==> src/rtl/dcache_pkg.sv <==
// Shared types and helpers for the write-through data cache.
// Byte lanes are big-endian: lane 0 carries bits [31:24].
package dcache_pkg;

    typedef enum logic [1:0] {
        IDLE   = 2'd0,
        MEM_RD = 2'd1,
        MEM_WR = 2'd2,
        RESP   = 2'd3
    } dcache_state_t;

    typedef logic [7:0] byte_lanes_t [0:3];

    function automatic logic [31:0] lanes_to_word(input byte_lanes_t l);
        return {l[0], l[1], l[2], l[3]};
    endfunction

    function automatic void word_to_lanes(
        input  logic [31:0] w,
        output byte_lanes_t l
    );
        for (int i = 0; i < 4; i++) begin
            l[i] = w[31-8*i -: 8];
        end
    endfunction

endpackage

==> src/rtl/dcache_store.sv <==
// Valid/tag/data arrays for the direct-mapped cache.
// Combinational read port, synchronous write port; only valid bits reset.
module dcache_store
    import dcache_pkg::*;
#(
    parameter int NUM_LINES = 16,
    parameter int IDX_W     = $clog2(NUM_LINES),
    parameter int TAG_W     = 30 - IDX_W
) (
    input  logic             clk,
    input  logic             rst_b,
    input  logic [IDX_W-1:0] rd_idx,
    output logic             rd_valid,
    output logic [TAG_W-1:0] rd_tag,
    output logic [31:0]      rd_data,
    input  logic             wr_en,
    input  logic [IDX_W-1:0] wr_idx,
    input  logic [TAG_W-1:0] wr_tag,
    input  logic [31:0]      wr_data
);

    logic [NUM_LINES-1:0] valid_q;
    logic [TAG_W-1:0]     tag_q  [NUM_LINES];
    logic [31:0]          data_q [NUM_LINES];

    assign rd_valid = valid_q[rd_idx];
    assign rd_tag   = tag_q[rd_idx];
    assign rd_data  = data_q[rd_idx];

    // Valid bits: cleared by reset, set when a line is filled.
    always_ff @(posedge clk or negedge rst_b) begin
        if (!rst_b) begin
            valid_q <= '0;
        end else if (wr_en) begin
            valid_q[wr_idx] <= 1'b1;
        end
    end

    // Tag and data storage: no reset, guarded by the valid bit.
    always_ff @(posedge clk) begin
        if (wr_en) begin
            tag_q[wr_idx]  <= wr_tag;
            data_q[wr_idx] <= wr_data;
        end
    end

endmodule

==> src/rtl/dcache_wt.sv <==
// Direct-mapped write-through data cache with fixed-latency memory.
// Holds the core with done low until each request completes.
module dcache_wt
    import dcache_pkg::*;
#(
    parameter int NUM_LINES = 16,
    parameter int MEM_LAT   = 4
) (
    input  logic        clk,
    input  logic        rst_b,
    input  logic        req_valid,
    input  logic        req_write,
    input  logic [31:0] req_addr,
    input  logic [31:0] req_wdata,
    output logic [31:0] rsp_rdata,
    output logic        done,
    output logic [31:0] mem_addr,
    output byte_lanes_t mem_data_in,
    input  byte_lanes_t mem_data_out,
    output logic        mem_write_en
);

    localparam int IDX_W = $clog2(NUM_LINES);
    localparam int TAG_W = 30 - IDX_W;
    localparam int CNT_W = $clog2(MEM_LAT + 1);
    localparam logic [CNT_W-1:0] CNT_INIT = CNT_W'(MEM_LAT - 1);

    dcache_state_t    state_q, state_d;
    logic [CNT_W-1:0] cnt_q;
    logic [31:0]      rsp_q;

    logic [IDX_W-1:0] req_idx;
    logic [TAG_W-1:0] req_tag;
    logic             rd_valid;
    logic [TAG_W-1:0] rd_tag;
    logic [31:0]      rd_data;
    logic             hit;
    logic             in_mem;
    logic             line_wr;
    logic [31:0]      wr_word;
    logic             start_mem;
    logic             start_hit;
    byte_lanes_t      wr_lanes;

    assign req_idx = req_addr[IDX_W+1:2];
    assign req_tag = req_addr[31:IDX_W+2];
    assign hit     = rd_valid && (rd_tag == req_tag);
    assign in_mem  = (state_q == MEM_RD) || (state_q == MEM_WR);
    assign line_wr = in_mem && (cnt_q == '0);

    assign start_hit = (state_q == IDLE) && req_valid && !req_write && hit;
    assign start_mem = (state_q == IDLE) && req_valid && (req_write || !hit);

    assign wr_word = (state_q == MEM_WR) ? req_wdata
                                         : lanes_to_word(mem_data_out);

    dcache_store #(
        .NUM_LINES (NUM_LINES),
        .IDX_W     (IDX_W),
        .TAG_W     (TAG_W)
    ) u_store (
        .clk      (clk),
        .rst_b    (rst_b),
        .rd_idx   (req_idx),
        .rd_valid (rd_valid),
        .rd_tag   (rd_tag),
        .rd_data  (rd_data),
        .wr_en    (line_wr),
        .wr_idx   (req_idx),
        .wr_tag   (req_tag),
        .wr_data  (wr_word)
    );

    // State register.
    always_ff @(posedge clk or negedge rst_b) begin
        if (!rst_b) begin
            state_q <= IDLE;
        end else begin
            state_q <= state_d;
        end
    end

    // Next-state: hits respond next cycle, misses and stores go to memory.
    always_comb begin
        state_d = state_q;
        unique case (state_q)
            IDLE: begin
                if (req_valid) begin
                    if (req_write) begin
                        state_d = MEM_WR;
                    end else if (hit) begin
                        state_d = RESP;
                    end else begin
                        state_d = MEM_RD;
                    end
                end
            end
            MEM_RD, MEM_WR: begin
                if (cnt_q == '0) begin
                    state_d = RESP;
                end
            end
            RESP: begin
                state_d = IDLE;
            end
        endcase
    end

    // Latency counter and response register.
    always_ff @(posedge clk or negedge rst_b) begin
        if (!rst_b) begin
            cnt_q <= '0;
            rsp_q <= '0;
        end else begin
            if (start_mem) begin
                cnt_q <= CNT_INIT;
            end else if (in_mem && (cnt_q != '0)) begin
                cnt_q <= cnt_q - 1'b1;
            end
            if (start_hit) begin
                rsp_q <= rd_data;
            end else if (line_wr) begin
                rsp_q <= wr_word;
            end
        end
    end

    // Store data split into memory byte lanes.
    always_comb begin
        word_to_lanes(req_wdata, wr_lanes);
    end

    // Memory-side outputs: lanes only driven during a store.
    always_comb begin
        for (int i = 0; i < 4; i++) begin
            mem_data_in[i] = (state_q == MEM_WR) ? wr_lanes[i] : 8'h00;
        end
    end

    assign mem_write_en = (state_q == MEM_WR);
    assign mem_addr     = req_addr & 32'hFFFF_FFFC;
    assign done         = (state_q == RESP);
    assign rsp_rdata    = (state_q == RESP) ? rsp_q : 32'h0;

endmodule

==> config.mk <==
export PLATFORM = sky130hd
export DESIGN_NAME = dcache_wt
export DESIGN_NICKNAME = d
export VERILOG_FILES = /design/src/rtl/dcache_pkg.sv /design/src/rtl/dcache_store.sv /design/src/rtl/dcache_wt.sv
export SDC_FILE = /design/constraint.sdc
export NUM_CORES = 1
export LEC_CHECK = 0
export CORE_ASPECT_RATIO = 1.25
export CORE_MARGIN = 2
export CORE_UTILIZATION = 30
export CTS_BUF_LIST = sky130_fd_sc_hd__clkbuf_16
export CTS_CLUSTER_SIZE = 8
export DETAILED_ROUTE_END_ITERATION = 16
export PLACE_DENSITY = 0.49
export SETUP_SLACK_MARGIN = 0.4
export SYNTH_ARGS = -nofsm -noshare
export SYNTH_HDL_FRONTEND = slang
export SYNTH_SLANG_ARGS = --single-unit
==> constraint.sdc <==
create_clock -name clk -period 5.9 [get_ports clk]
set_clock_uncertainty 0.1 [all_clocks]
set_input_delay 1.475 -clock clk [delete_from_list [all_inputs] [get_ports clk]]
set_output_delay 1.475 -clock clk [all_outputs]
set_load 0.005 [all_outputs]
**Word-level counts from Yosys, hierarchy flattened**

Memory sizes are Yosys's and may differ from the RTL's. A register that Yosys moved wholly into a read port is not among the register bits.
Cells that the tools add are included.

- Bitwise operators: 1
- Mux-type cells: 19
- Reductions and logical operators: 20
- Eq/ne operators: 6
- Add/subtract/negate cells: 1
- $lt $le $gt $ge: 2

Operators by type and width:

| cell | count |
|---|---|
| 32-bit 2-to-1 mux | 2 |
| 8-bit 2-to-1 mux | 4 |
| 26-bit == test | 1 |
| 16-bit bitwise OR | 1 |
| 1-bit logical AND | 8 |
| 2-bit 2-to-1 mux | 4 |
| 3-bit 2-to-1 mux | 2 |
| 2-bit one-hot mux with 3 select lines | 1 |
| 4-bit by 5-bit less-than comparator with 1-bit output (second input constant) | 1 |
| 1-bit binary-select mux with 4-bit select | 1 |
| 1-bit demux with 4-bit select | 1 |
| 2-bit == test (second input constant) | 2 |
| 4-bit by 1-bit >= comparator with 1-bit output (second input constant) | 1 |
| 1-bit 2-to-1 mux | 4 |
| 2-bit != test (second input constant) | 2 |
| 2-bit nonzero test | 2 |
| 1-bit zero test | 3 |
| 3-bit zero test | 1 |
| 3-bit nonzero test | 1 |
| 3-bit by 1-bit subtractor with 3-bit output (second input constant) | 1 |
| 2-bit by 1-bit == test with 1-bit output (second input constant) | 1 |
| 2-bit zero test | 1 |
| 1-bit logical OR | 2 |
| 2-bit AND reduction | 1 |
| 2-bit OR reduction | 1 |

- Register bits after elaboration: 21
- Output and inout bits: 98
- Input port bits: 100
- Memories: 2
- Memory bits (writable): 928

Memory list:

| name | words | width | rd ports | clocked after memory_dff | wr ports | line | text |
|---|---|---|---|---|---|---|---|
| u_store.data_q | 16 | 32 | 1 | 1 | 1 | dcache_store.sv:24 | `logic [31:0] data_q [NUM_LINES];` |
| u_store.tag_q | 16 | 26 | 1 | 0 | 1 | dcache_store.sv:23 | `logic [TAG_W-1:0] tag_q [NUM_LINES];` |

**Logic depth before layout (Yosys ltp)**

Gate-level depths: netlist of run 1.

- Word-level depth: 7
- Depth in mapped cells: 15
- Gate-level depth less buffers: 8

**By module**

A second synthesis of run 1 with hierarchy kept.

- Cells, all modules: 1829
- Area total of the unflattened synthesis: 38633.3 sq um

Modules (own cells, without submodules):

| module | area an instance (sq um) | times used | seq. area each (sq um) | cells an instance |
|---|---|---|---|---|
| dcache_store | 35293.8 | 1 | 28267.1 | 1479 |
| dcache_wt | 3339.5 | 1 | 925.9 | 350 |

**Worst setup path after synthesis of run 1**

Ideal clock, no wire load.

- Kind: input port to flip-flop
- Start: input port req_addr[4]
- End: memory u_store.data_q[0][0], enable pin
- Buffers on the path: 6
- Stages on the path: 9
- Slack: -0.472 ns
- Required time: 5.325 ns
- Data arrival time: 5.796 ns
- Path through: buf_4 > buf_6 > buf_6 > buf_4 > inv_1 > buf_1 > buf_1 > nand3_1 > nor2_1

RTL lines:

| what | line | text |
|---|---|---|
| start, declared | dcache_wt.sv:13 | `input logic [31:0] req_addr,` |
| end, declared | dcache_store.sv:24 |  |

No word-level cell before the write port.

**Final worst setup path of run 1**

- Start: input port req_addr[17]
- End: output port mem_addr[17]

RTL lines:

| what | line | text |
|---|---|---|
| end, declared | dcache_wt.sv:17 | `output logic [31:0] mem_addr,` |

No word-level cell between the ends.

==> results by stage, run 1 <==
CTS:
- The TritonCTS buffer count is 140.
- The later pin in the worst-skew pair is clocked with a latency of 720 ps.
- The number of buffers added for setup after CTS is 0.
- TritonCTS built the clock tree.
- The number of instances resized during post-cts repair is 0.
- Counting along the longest clock path gives a buffer depth of 3.
- For this design, the CTS-stage hold fixing added 0 buffers.
- The clock input transition at the sequential cells of the worst setup and hold paths is ~50 ps.
- The H-tree depth is 4.
- The number of clock sinks is 981.
- In this run the clock root is driven by a sky130_fd_sc_hd__clkbuf_16.

Global route:
- The via count of the first global-routing pass is 22,124.
- The maximum number of pins on one net before global-route repair is between 60 and 70.
- The first global-routing pass estimated 150 mm of wire.
- The remaining global-route overflow is 0.
- The total routing usage reported by global routing is ~15%.
- The initial antenna violation count came to 1.

Critical path:
- The worst setup path is launched from an input port.
- The endpoint arrival time on the critical path is roughly 3200 ps.
- Traced cell by cell, the critical path runs through clkdlybuf4s50_1 -> clkdlybuf4s50_1.
- The cell that appears most often on the critical path is sky130_fd_sc_hd__clkdlybuf4s50_1.
- The startpoint of the worst register-to-register path is u_store.tag_q[13][15].
- The buffering stage count on the worst path with inverters included is 2.
- The data required time of the worst path is about 4300 ps.
- The kind of capture point of the worst setup path is an output port.
- The source of the critical timing path is req_addr[17].
- In this design, the largest share of critical-path delay is due to buffers and inverters.
- In this run the worst path has a maximum fanout of 23.
- The slowest stage of the critical path belongs to the cell sky130_fd_sc_hd__clkdlybuf4s50_1.
- The delay contributed by the slowest stage of the critical path is 1070 ps.
- The type of the setup path with the least slack is in -> out.

Pwr:
- Dividing total power by cell area gives a power density of 370 nW/um^2.
- The reported net switching power is approximately 4300 uW.
- The clock network is responsible for 40.2% of the overall power.
- The switching fraction of total power is 23.8%.
- The leakage dissipation is 0.0160 uW.
- The internal portion of total power is 13,600 uW.
- VDD sags by at most 0.297 mV.
- The design draws approximately 18,000 uW.
- The combinational cell fraction of total power is 13.3%.
- The sequential cell fraction of total power is a little under half.

Floorplanning:
- The area of the die is around 140,000 um^2.
- The die is 331 um wide.
- In this run the core area contains 150 standard-cell rows.
- During I/O placement, the number of pins put on the boundary was between 150 and 200.
- The overall die height is 413 um.
- The core region is between 100,000 and 150,000 um^2.
- The initial standard-cell utilization of the core is 30.1%.

Synth:
- In this run the cell area of the synthesized design comes to between 40,000 and 50,000 um^2.
- The number of enable-type register cells in the synthesized netlist is 928.
- The total of warnings raised by yosys is 0.
- The async set or reset register ratio after synthesis is 5.40%.
- The most used flip-flop cell after synthesis is sky130_fd_sc_hd__edfxtp_1.
- The synthesized netlist contains 60 unique library cells.
- Summing the sequential cell areas from Yosys gives approximately 73% of the chip area.
- Counting every instance in the synthesized netlist gives 2,058.
- The dominant cell type by area after synthesis is sky130_fd_sc_hd__edfxtp_1.
- Of the post-synthesis cell area, the dominant cell type holds 69.5%.
- Sorting the synthesized cells by area gives the leading types as sky130_fd_sc_hd__edfxtp_1 (69%), sky130_fd_sc_hd__mux4_2 (13%), sky130_fd_sc_hd__dfrtp_1 (3.3%).
- In this run, synthesis produced a sequential element count of ~980.
- The average instance area after synthesis is 19.5 um^2.

Placed design:
- During placement, the flow inserted port buffers numbering 193.
- The last weighted congestion value of the routability-driven placer is 0.765.
- Summed over all nets, the half-perimeter wirelength after detailed placement is 59.7 mm.
- The placement-stage worst setup slack is 611 ps.

Timing:
- The routed design could run at a clock period as short as 4770 ps.
- The highest achievable clock rate is about 0.21 GHz.
- The headroom to the max-slew limit is between 20 and 30%.
- At the pin with the least slew margin, the transition time is 1070 ps.
- Setup violations remaining at the end of the flow were counted as 0.
- The number of pins exceeding their max-slew limit in the final report is 0.
- The hold violation total from the final report came to 0.
- Setup repair after global routing left no endpoint under its margin.
- In the post-route analysis, the smallest setup slack over all paths is 1130 ps.
- The period utilization is 80.9%.

Flow run:
- The number of maximum-capacitance violations is 0.

Layout:
- The library cells used most frequently in the layout, excluding fill and tap cells, are sky130_fd_sc_hd__edfxtp_1 (928), sky130_fd_sc_hd__mux4_2 (229), sky130_fd_sc_hd__clkdlybuf4s50_1 (188).
- Leaving out fill and tap cells, the most frequent cell in the layout is sky130_fd_sc_hd__edfxtp_1.
- The post-route core utilization is between 30 and 40%.
- Of the cells placed in the final design, the portion with a size suffix greater than 1 is 24.4%.
- The count of filler cells inserted in the layout is 12,303.
- At the end of the flow, the number of nets in the layout was 2,448.
- The antenna diode count is 0.
- The area added between synthesis and finish is 20.5%.

Detailed routing:
- The post-detailed-route count of antenna-violating nets is 0.
- The detailed-router iteration count before antenna repair is 5.
- In the routed layout, each cell is associated on average with a via count of 4.99.
- The initial detailed-routing violation count is 1,668.
- The DRC violations left is 0.
- For this block, the routed nets add up to 104 mm of wire.
- The routed layout has 20,741 vias.
- The routed length per placed instance is ~25 um.

Min path:
- The type of the tightest min-delay check is reg -> reg.
- The start point of the worst min-delay path is u_store.valid_q[15].

Run status:
- The flow ran to the end, and the final reports show no timing, DRC or antenna violations.
[flip-flops by register name (all words and copies together) (netlist names)]
register,flops
u_store.data_q,512
cnt_q,3
u_store.valid_q,16
rsp_q,32
state_q,2
u_store.tag_q,416
[kinds of logic after synthesis]
logic type | share of synthesized area (%)
AO/OA/AOI/OAI | 2.66
XOR/XNOR | 0.590
adder cells (fa/ha/maj) | 0.187
buffers and inverters | 2.23
flip-flops | 72.8
multiplexers | 16.6
other | 0.00935
AND/OR/NAND/NOR | 4.90
[power by group through the flow]
stage / Sequential, uW / Combinational [uW] / Clock [uW]
after floorplan: 8400 / 1420 / 0
after CTS: 8320 / 2420 / 7370
after detailed placement: 8450 / 2420 / 0
after global routing: 8340 / 2600 / 7630
final: 8320 / 2370 / 7180
after global placement: 8440 / 2370 / 0
[routing by layer]
metal	global-route usage [%]	routed length (um)	vias up
li1	-	-	8908
met1	19.4	43800	11008
met2	26.1	52300	656
met3	2.84	5500	169
met4	5.13	2720	0
met5	0	0	-
[cell usage after synthesis, drive strengths merged (2+ instances only)]
library cell and number:
buf 95, or2 18, nor2 28, nand4 36, edfxtp 928, and4 2, clkbuf 55, a21oi 14
nor3 9, o31ai 3, a21o 4, nand3b 3, dfrtp 53, a211oi 7, a2111oi 4, and2 100
a22o 7, nor2b 7, nand2 88, o21ai 13, mux2i 102, o211ai 4, or4 3, xnor2 18
a221oi 2, nor4 4, a31oi 4, mux4 229, nand2b 6, ha 6, and3 11, or3 4
a2bb2oi 2, xor2 9, a31o 34, a22oi 25, nand4b 2, mux2 44, inv 12, o22a 3
nand3 42, o22ai 8
[metrics by stage]
stage | hold slack (ps) | setup TNS, ps | cells | cell area (um^2)
finish | 363 | 0 | 4153 | 48300
global route | 375 | 0 | 4153 | 48300
global placement | 346 | 0 | 3948 | 44400
CTS | 362 | 0 | 4153 | 48300
floorplan | 334 | -111170 | 2059 | 40100
detailed placement | 349 | 0 | 3948 | 44400
[final cells by class]
cell class | instances | area, um^2 | share of cell area, %
Clock inverter | 58 | 264 | 0.546
Inverter | 12 | 46.3 | 0.0958
Clock buffer | 147 | 3680 | 7.61
Sequential cell | 981 | 29200 | 60.4
Tap cell | 1748 | 2190 | 4.52
Multi-Input combinational cell | 916 | 10200 | 21.0
Timing Repair Buffer | 291 | 2820 | 5.83
[final timing paths]
check,to,slack (ps),cells past startpoint
setup / recovery,mem_addr[17],1130,2
hold / removal,u_store.valid_q[15],360,1
setup reg to reg,state_q[1],2440,9
hold reg to reg,u_store.valid_q[15],360,1
max in group asynchronous,u_store.valid_q[10],4170,2
min in group asynchronous,rsp_q[24],520,1
Power figures use the tool's default switching activity.
==> run 2: changes to the inputs <==
--- a/config.mk
+++ b/config.mk
@@ -11,7 +11,7 @@
 export CTS_BUF_LIST = sky130_fd_sc_hd__clkbuf_16
 export CTS_CLUSTER_SIZE = 8
 export DETAILED_ROUTE_END_ITERATION = 16
-export PLACE_DENSITY = 0.49
+export PLACE_DENSITY = 0.5
 export SETUP_SLACK_MARGIN = 0.4
 export SYNTH_ARGS = -nofsm -noshare
 export SYNTH_HDL_FRONTEND = slang
==> constraint.sdc (replaced) <==
create_clock -name clk -period 4.3 [get_ports clk]
set_clock_uncertainty 0.1 [all_clocks]
set_input_delay 1.075 -clock clk [delete_from_list [all_inputs] [get_ports clk]]
set_output_delay 1.075 -clock clk [all_outputs]
set_load 0.005 [all_outputs]
==> run 2 against run 1 <==
Compared with the run above: worst setup slack lost 620 ps; die area is the same; critical path type unchanged; highest routed layer unchanged; hold slack gained 4.9 ps.
==> results by stage, run 2 (synthesized netlist as in run 1, its figures left out) <==
Run status:
- Status: complete, no violations (unchanged).

Flow run:
- The number of maximum-capacitance violations came to 0 (unchanged).

Global route:
- The via count of the first global-routing pass came to 22,174 (was 22,124).
- The remaining global-route overflow came to 0 (unchanged).
- The global-route wire length before repair is 150 mm (about the same).
- The total routing usage reported by global routing is 15.1% (was 15.3%).
- The initial antenna violation count came to 4 (was 1).
- The maximum number of pins on one net before global-route repair is 66 (unchanged).

Detailed routing:
- The detail-routed via count per cell is 4.97 (was 4.99).
- The initial detailed-routing violation count was 1,528 (was 1,668).
- The detailed-router iteration count before antenna repair is 5 (unchanged).
- The post-detailed-route count of antenna-violating nets was 0 (unchanged).
- The DRC violations left was 0 (unchanged).
- The wire length after detailed routing is 104 mm (about the same).
- The detailed-route via count is 20,791 (was 20,741).
- The routed length per placed instance is 24.8 um (was 25.1 um).

Timing:
- The highest achievable clock rate is about 0.26 GHz.
- The final critical path takes up between 80 and 90% of the cycle.
- The transition at the pin with the smallest max-transition slack is 998 ps (was 1070 ps).
- The hold violation total from the final report is 0 (unchanged).
- Setup repair after global routing missed its margin: false (unchanged).
- The number of setup violations in the final report is 0 (unchanged).
- The number of pins exceeding their max-slew limit in the final report is 0 (unchanged).
- The final worst hold slack is 368 ps (was 363 ps).
- The time the final worst path needs with I/O delays and setup is between 3000 and 4000 ps.
- The headroom to the max-slew limit is 33.3% (was 28.7%).

Floorplanning:
- The core box area was 133,000 um^2 (unchanged).
- The die span in x is 331 um (unchanged).
- The row count came to 150 (unchanged).
- The initial standard-cell utilization of the core is 30.1% (unchanged).
- The area of the die is 137,000 um^2 (unchanged).
- The overall die height is 413 um (unchanged).
- The top-level I/O count is 198 (unchanged).

CTS:
- The TritonCTS buffer count was 140 (unchanged).
- The clock latency on the worst-skew pair is 720 ps (about the same).
- The root cell of the clock tree is sky130_fd_sc_hd__clkbuf_16 (unchanged).
- The number of clock sinks was 981 (unchanged).
- The clock input transition at the sequential cells of the worst setup and hold paths is 50 ps (about the same).
- The buffer depth of the longest clock path is 3 (unchanged).
- The H-tree depth was 4 (unchanged).
- The quantity of hold-fixing buffers added after cts came to 0 (unchanged).
- The CTS tree is built (unchanged).

Layout:
- The largest register by flop count is u_store.data_q (unchanged).
- The net count reported at finish is 2,495 (was 2,448).
- The flip-flop count of the largest register, all copies and words added is 512 (unchanged).
- Commonest cells after routing, fill and taps aside: sky130_fd_sc_hd__edfxtp_1 (928), sky130_fd_sc_hd__mux4_2 (229), sky130_fd_sc_hd__clkdlybuf4s50_1 (188) (unchanged).
- The fraction of layout cells with a size suffix above 1 is 26.0% (was 24.4%).
- The count of filler cells inserted in the layout is 12,268 (was 12,303).
- The post-route core utilization is 36.8% (was 36.3%).
- Registers with the most flip-flops: u_store.data_q: 512 flops, u_store.tag_q: 416 flops, rsp_q: 32 flops (unchanged).
- The commonest non-fill, non-tap cell in the layout is sky130_fd_sc_hd__edfxtp_1 (unchanged).
- The area added between synthesis and finish came to 22.2% (was 20.5%).

Critical path:
- The kind of cell adding the most delay to the critical path is buffers and inverters (unchanged).
- The data required time of the worst path is 3120 ps (was 4320 ps).
- The most prevalent standard cell on the critical path is sky130_fd_sc_hd__clkdlybuf4s50_1 (unchanged).
- The number of cell instances on the worst register-to-register path was 6 (was 9).
- The endpoint arrival time on the critical path came to 2620 ps (was 3200 ps).
- The cell with the largest stage delay on the worst path was sky130_fd_sc_hd__clkdlybuf4s50_1 (unchanged).
- The element type at the critical path start is an input port (unchanged).
- The maximum fanout along the worst path is 14 (was 23).
- Crit-path cells: clkdlybuf4s50_1 -> buf_4 -> clkdlybuf4s50_1 (was clkdlybuf4s50_1 -> clkdlybuf4s50_1).
- The buffering stage count on the worst path with inverters included is 3 (was 2).
- The delay contributed by the slowest stage of the critical path is 790 ps (was 1070 ps).
- The critical path depth in cells is 3 (was 2).
- The type of the setup path with the least slack is in -> out (unchanged).
- The kind of capture point of the worst setup path is an output port (unchanged).

Placed design:
- The count of buffers inserted at the top-level ports is 193 (unchanged).
- The last weighted congestion value of the routability-driven placer came to 0.772 (was 0.765).
- The half-perimeter wire length of the detailed placement result is 59.1 mm (was 59.7 mm).

Pwr:
- The worst vdd rail ir drop is 0.269 mV (was 0.297 mV).
- The total power per unit cell area is 499 nW/um^2 (was 370 nW/um^2).
- The total power of the final layout came to 24,500 uW (was 17,900 uW).
- The leakage dissipation is 0.0162 uW (was 0.0160 uW).

Min path:
- The type of the tightest min-delay check is in -> async (was reg -> reg).
run 2: cell types whose count changed in the layout (fill, tap and decap cells not counted), sizes merged:
cell / delta
buf: +46
clkbuf: -1
diode: +1
inv: -12
run 2: path summary, 6_finish.rpt:
path                       slack (ps)                  end                start
setup / recovery                  510         mem_addr[22]         req_addr[22]
hold / removal                    370            rsp_q[20]                rst_b
setup reg to reg                  860  u_store.tag_q[7][0]           state_q[1]
hold reg to reg                   370  u_store.valid_q[15]  u_store.valid_q[15]
max in group asynchronous        2870   u_store.valid_q[9]                rst_b
min in group clk                  370  u_store.valid_q[15]  u_store.valid_q[15]
run 2: final cells by class:
| type | count | area, um^2 | area share [%] |
|---|---|---|---|
| inverters | 12 | 46.3 | 0.0944 |
| flip-flops and latches | 981 | 29200 | 59.5 |
| clock buffers | 145 | 3630 | 7.40 |
| diodes | 1 | 2.50 | 0.00510 |
| repair buffers | 338 | 3570 | 7.27 |
| multi-input cells | 916 | 10200 | 20.8 |
| clock inverters | 46 | 230 | 0.470 |
| well taps | 1748 | 2190 | 4.46 |
run 2: timing repair:
action,in CTS,in global routing
gates resized for setup,1,2
cloned,0,1
pin swaps,0,1
setup buffers,0,1
setup endpoints to repair,17,66
run 2: power breakdown:
| part | switching, uW | internal, uW | leakage (uW) |
|---|---|---|---|
| clock | 3780 | 5930 | 0.00204 |
| combinational | 1810 | 1480 | 0.00518 |
| sequential | 188 | 11300 | 0.00900 |
run 2: metal layers:
metal | share of wire (%) | global-route usage, % | wire length [um] | vias up
met2 | 50 | 25.4 | 51600 | 551
met3 | 4.4 | 2.61 | 4530 | 144
met1 | 44 | 20.0 | 45400 | 11087
met4 | 2.0 | 4.22 | 2100 | 0
li1 | - | - | - | 9009
met5 | 0 | 0 | 0 | -
run 2: metrics by stage:
| step | setup TNS [ps] | cell area, um^2 | setup slack [ps] | cells |
|---|---|---|---|---|
| 6_report | 0 | 49000 | 509 | 4187 |
| 5_1_grt | 0 | 49000 | 411 | 4186 |
| 4_1_cts | 0 | 49000 | 390 | 4184 |
| 3_5_place_dp | -5630 | 45100 | -189 | 3993 |
| 3_3_place_gp | -5790 | 45100 | -197 | 3993 |
| 2_1_floorplan | -72180 | 40200 | -187 | 2059 |
